$ cat src/rtl/cpu_send_arbiter.sv
// cpu_send_arbiter: round-robin, burst-bounded arbiter in front of the DPI send channel.
// Define CPU_ARB_TAG_EN to add the out_src requester-index port.
module cpu_send_arbiter #(
    parameter int NUM_REQ   = 4,
    parameter int DATA_W    = 64,
    parameter int MAX_BURST = 4
) (
    input  logic                       clk,
    input  logic                       rst_n,
    input  logic [NUM_REQ-1:0]         req_vld,
    output logic [NUM_REQ-1:0]         req_rdy,
    input  logic [NUM_REQ*DATA_W-1:0]  req_data,
    output logic                       out_vld,
    input  logic                       out_rdy,
    output logic [DATA_W-1:0]          out_data
`ifdef CPU_ARB_TAG_EN
    ,
    output logic [$clog2(NUM_REQ)-1:0] out_src
`endif
);
    localparam int IDX_W = $clog2(NUM_REQ);
    localparam int CNT_W = $clog2(MAX_BURST) + 1;

    typedef enum logic {IDLE, GRANT} state_e;

    state_e            state_q;
    logic [IDX_W-1:0]  rr_ptr_q;
    logic [IDX_W-1:0]  owner_q;
    logic [CNT_W-1:0]  burst_cnt_q;
    logic              out_vld_q;
    logic [DATA_W-1:0] out_data_q;
`ifdef CPU_ARB_TAG_EN
    logic [IDX_W-1:0]  out_src_q;
`endif

    logic              load_ok;
    logic              owner_vld;
    logic              beat_acc;
    logic              last_beat;
    logic              pick_vld;
    logic [IDX_W-1:0]  pick_d;
    logic [IDX_W-1:0]  owner_nxt;
    logic [DATA_W-1:0] beat;

    assign load_ok   = !out_vld_q || out_rdy;
    assign owner_vld = req_vld[owner_q];
    assign beat      = req_data[int'(owner_q)*DATA_W +: DATA_W];
    assign beat_acc  = (state_q == GRANT) && owner_vld && load_ok;
    assign last_beat = (burst_cnt_q == CNT_W'(MAX_BURST - 1));
    assign owner_nxt = (int'(owner_q) == NUM_REQ - 1) ? '0
                                                      : owner_q + IDX_W'(1);

    always_comb begin
        req_rdy = '0;
        if (state_q == GRANT && load_ok)
            req_rdy[owner_q] = 1'b1;
    end

    // Scan downward so the candidate closest to rr_ptr is written last.
    always_comb begin : rr_pick
        int j;
        j        = 0;
        pick_d   = rr_ptr_q;
        pick_vld = 1'b0;
        for (int k = NUM_REQ - 1; k >= 0; k--) begin
            j = int'(rr_ptr_q) + k;
            if (j >= NUM_REQ)
                j = j - NUM_REQ;
            if (req_vld[IDX_W'(j)]) begin
                pick_d   = IDX_W'(j);
                pick_vld = 1'b1;
            end
        end
    end

    always_ff @(posedge clk or negedge rst_n) begin
        if (!rst_n) begin
            state_q     <= IDLE;
            rr_ptr_q    <= '0;
            owner_q     <= '0;
            burst_cnt_q <= '0;
            out_vld_q   <= 1'b0;
            out_data_q  <= '0;
`ifdef CPU_ARB_TAG_EN
            out_src_q   <= '0;
`endif
        end else begin
            if (beat_acc) begin
                out_vld_q  <= 1'b1;
                out_data_q <= beat;
`ifdef CPU_ARB_TAG_EN
                out_src_q  <= owner_q;
`endif
            end else if (out_rdy) begin
                out_vld_q <= 1'b0;
            end

            unique case (state_q)
                IDLE: begin
                    if (pick_vld) begin
                        owner_q     <= pick_d;
                        burst_cnt_q <= '0;
                        state_q     <= GRANT;
                    end
                end
                GRANT: begin
                    if (beat_acc) begin
                        burst_cnt_q <= burst_cnt_q + CNT_W'(1);
                        if (last_beat) begin
                            state_q  <= IDLE;
                            rr_ptr_q <= owner_nxt;
                        end
                    end else if (load_ok && !owner_vld) begin
                        // Owner went quiet while the sink could take data.
                        state_q  <= IDLE;
                        rr_ptr_q <= owner_nxt;
                    end
                end
            endcase
        end
    end

    assign out_vld  = out_vld_q;
    assign out_data = out_data_q;
`ifdef CPU_ARB_TAG_EN
    assign out_src  = out_src_q;
`endif

endmodule
$ cat config.mk
export PLATFORM = sky130hd
export DESIGN_NAME = cpu_send_arbiter
export DESIGN_NICKNAME = d
export VERILOG_FILES = /design/src/rtl/cpu_send_arbiter.sv
export SDC_FILE = /design/constraint.sdc
export NUM_CORES = 1
export LEC_CHECK = 0
export BUFFER_PORTS_ARGS = -buffer_cell sky130_fd_sc_hd__buf_2
export CORE_AREA = 3 3 128 130
export DETAILED_ROUTE_END_ITERATION = 16
export DIE_AREA = 0 0 131 133
export PLACE_DENSITY_LB_ADDON = 0.12
export SLEW_MARGIN = 20
export SYNTH_ARGS = -nofsm -noshare
export SYNTH_HDL_FRONTEND = slang
export SYNTH_SLANG_ARGS = --single-unit
$ cat constraint.sdc
create_clock -name clk -period 2.28 [get_ports clk]
set_input_delay 0.228 -clock clk [delete_from_list [all_inputs] [get_ports clk]]
set_output_delay 0.228 -clock clk [all_outputs]
set_load 0.05 [all_outputs]
==> summary.md <==
| Metric | Value |
|---|---|
| Max Root-Sink Buffers | `2` |
| Cell Area, Synth | `4537 µm²` |
| Fill count | `1465` |
| Switching Share | `47.39%` |
| Reg area | `1832 µm²` |
| Post CTS Setup Buffer Count | `0` |
| Via count | `3880` |
| CP delay by family, top | `buffers and inverters` |
| Clock slew at reported path FFs | `60 ps` |
| Synth cell types | `30` |
| Tot GR Track Use | `16.49%` |
| Final HPWL DP | `11820 µm` |
| Std-Cell Rows | `45` |
| Final wirelength | `14530 µm` |
| Initial Util | `29.73%` |
| Worst EP required | `2050 ps` |
| Most common cell after layout, fill and taps aside | `buf_2` |
| Worst-Skew Late Latency | `340 ps` |
| Switch Pwr | `4934 µW` |
| Root Buffer | `clkbuf_16` |
| IO Pins | `332` |
| #FFs+latches synth | `73` |
| Setup violations, final | `0` |
| Crit end category | `primary output` |
| Fmax | `0.4986 GHz` |
| WS Path Type | `flip-flop to primary output` |
| NumNets Final | `869` |
| Fin crit share | `87.96%` |
| Pin count of the biggest net entering global routing | `68` |
| Layout cell share with drive strength beyond 1 | `79.64%` |
| Outcome | `finished clean` |
| Number of global-route vias before repair | `4209` |
| Max-Cap Viols | `0` |
| Critical hold path startpoint | `out_rdy` |
| Total Power | `10410 µW` |
| Die Area | `17420 µm²` |
| Syn_nets | `542` |
| Global-route wire length before repair | `21910 µm` |
| Internal power | `5477 µW` |
| CORE AREA | `15260 µm²` |
| DRC violations left | `0` |
| Worst Hold Path EP | `state_q` |
| CTS tree | `built` |
| Clock power frac | `12.3%` |
| Clk sinks | `73` |
| ANT nets after route | `0` |
| Combinational power share | `64.8%` |
| RSZ-0062 raised after global routing | `false` |
| H-tree Lvls | `3` |
| Multi-input gate area | `2545 µm²` |
| Slew @ Worst Pin | `542.9 ps` |
| Wire per inst | `17.81 µm` |
| Crit path time final | `2005 ps` |
| Post-Synthesis Cells | `273` |
| Reg2Reg Depth | `4` |
| Tightest Hold Check Type | `primary input to flip-flop` |
| Hold depth | `4` |
| Worst stage delay on the critical path | `390 ps` |
| Initial antenna violation count | `1` |
| Setup TNS | `0 ps` |
| Seq pwr share | `22.9%` |
| Pleak | `0.003266 µW` |
| Post-cts resize count | `0` |
| Slowest stage cell, crit path | `dfrtp_2` |
| Drt initial violations | `122` |
| Worst Skew | `6.115 ps` |
| Peak VDD IR | `0.6618 mV` |
| Worst setup SP type | `flip-flop` |
| First-pass iteration count of the detailed router | `4` |
| Placer Congestion | `0.8115` |
| Crit-path cells | `buf_12 -> inv_1 -> ha_1 -> and3_1 -> buf_2` |
| Layout area overhead | `48.40%` |
| Commonest cells after routing, fill and taps aside | `buf_2, dfrtp_1, mux4_2` |
| Register-to-register setup slack | `430 ps` |
| Final Hold Viols | `0` |
| GRT Residual Overflow | `0` |
| Sequential area share after synthesis | `40.26%` |
| Hold_buf cts | `1` |
| Crit Reg-Reg Endpoint | `out_data[28]` |
| Arr. time, crit path | `1780 ps` |
| TritonCTS Buffers | `9` |
| Crit Path Max Fanout | `67` |
| Die X | `131 µm` |
| Slew Limit Fails | `0` |
| Power per cell area | `1546 nW/µm²` |
| Reg2reg start | `owner_q[1]` |
| Input/output buffers | `331` |
| Vias per cell | `4.755` |
| Syn Area/Cell | `16.62 µm²` |
| Relative slew slack | `63.81%` |
| CP Buf/Inv Count | `3` |
| Die H | `133 µm` |
| Synthesis warning total | `0` |
## per-layer routing
| metal | GRT usage, % | vias up | wire [µm] |
|---|---|---|---|
| met5 | 0 | - | 0 |
| met2 | 28.84 | 169 | 7767 |
| met1 | 18.65 | 1930 | 5343 |
| li1 | - | 1752 | - |
| met3 | 3.714 | 29 | 986 |
| met4 | 7.943 | 0 | 432 |
## cells in the mapped netlist
cell / n / area [µm²]
or2_2: 1 / 6.260
buf_4: 2 / 15.01
nor2b_1: 2 / 12.51
clkbuf_1: 6 / 22.52
mux2_2: 50 / 563.0
mux2_1: 7 / 78.83
nor3_1: 1 / 5.000
a21oi_1: 2 / 10.01
and3_1: 4 / 25.02
a211oi_1: 1 / 7.510
o31ai_1: 1 / 7.510
mux4_2: 65 / 1464
mux2i_1: 3 / 30.03
nand2_1: 1 / 3.750
mux2_4: 9 / 135.1
o21a_1: 2 / 15.01
o21ai_0: 5 / 25.02
o41a_1: 1 / 11.26
dfrtp_1: 73 / 1827
inv_1: 8 / 30.03
a221oi_2: 1 / 15.01
nand3_2: 1 / 10.01
nor2_1: 1 / 3.750
ha_1: 6 / 75.07
nor4_1: 1 / 6.260
buf_2: 9 / 45.04
buf_1: 1 / 3.750
nand2b_1: 3 / 18.77
buf_6: 5 / 56.30
o311ai_0: 1 / 8.760
## flip-flops by register name, summed over array words and instances, names as in the netlist
register and flops:
owner_q 2, burst_cnt_q 3, out_data 64, rr_ptr_q 2, out_vld 1, state_q 1
## per-stage QoR
step / hold slack (ps) / area [µm²] / utilization [%] / worst slack [ps] / cells
after floorplan: -67.59 / 4537 / - / 484.0 / 273
after global placement: 254.9 / 6457 / 42.32 / 462.9 / 799
after detailed placement: 252.3 / 6457 / 42.32 / 443.2 / 799
after CTS: 279.8 / 6730 / 44.11 / 217.0 / 815
after global routing: 318.5 / 6733 / 44.12 / 145.5 / 816
final: 290.7 / 6733 / 44.12 / 274.5 / 816
## logic make-up after synthesis
kind of cell               Yosys count  share of synthesized area [%]
and+or+nand+nor                     15                          2.013
DFF                                 73                          40.26
muxes                              134                          50.06
adders and majority gates            6                          1.655
AOI/OAI and AO/OA                   14                          2.206
buffers and inverters               31                          3.806
## power by group through the flow
stage	Combinational [µW]	Sequential, µW	Clock (µW)
after global routing	7170	2470	1390
after global placement	6770	2390	0
after floorplan	3190	4430	0
after detailed placement	6870	2410	0
after CTS	6880	2400	1330
final	6740	2380	1280
## worst max path at each step
stage                           from            to  cells after the start
after floorplan           owner_q[1]  out_data[45]                      5
after global placement    owner_q[1]  out_data[23]                      4
after detailed placement  owner_q[1]  out_data[28]                      4
after CTS                 owner_q[1]    req_rdy[1]                      5
after global routing      owner_q[1]    req_rdy[1]                      5
final                     owner_q[1]    req_rdy[0]                      5
## worst min-delay path, stage by stage
cell and delay (ps):
buf_2 100, inv_1 60, a221oi_2 80, a21oi_1 120
## layout make-up
class,instances,share of cell area [%]
timing repair buffer,339,26.69
clock inverter,4,0.2973
tap,211,3.921
multi-input combinational,169,37.80
inverter,8,0.4460
antenna,1,0.03717
clock buffer,11,3.605
sequential,73,27.21
Note: power is estimated with default switching activity, not from simulation.
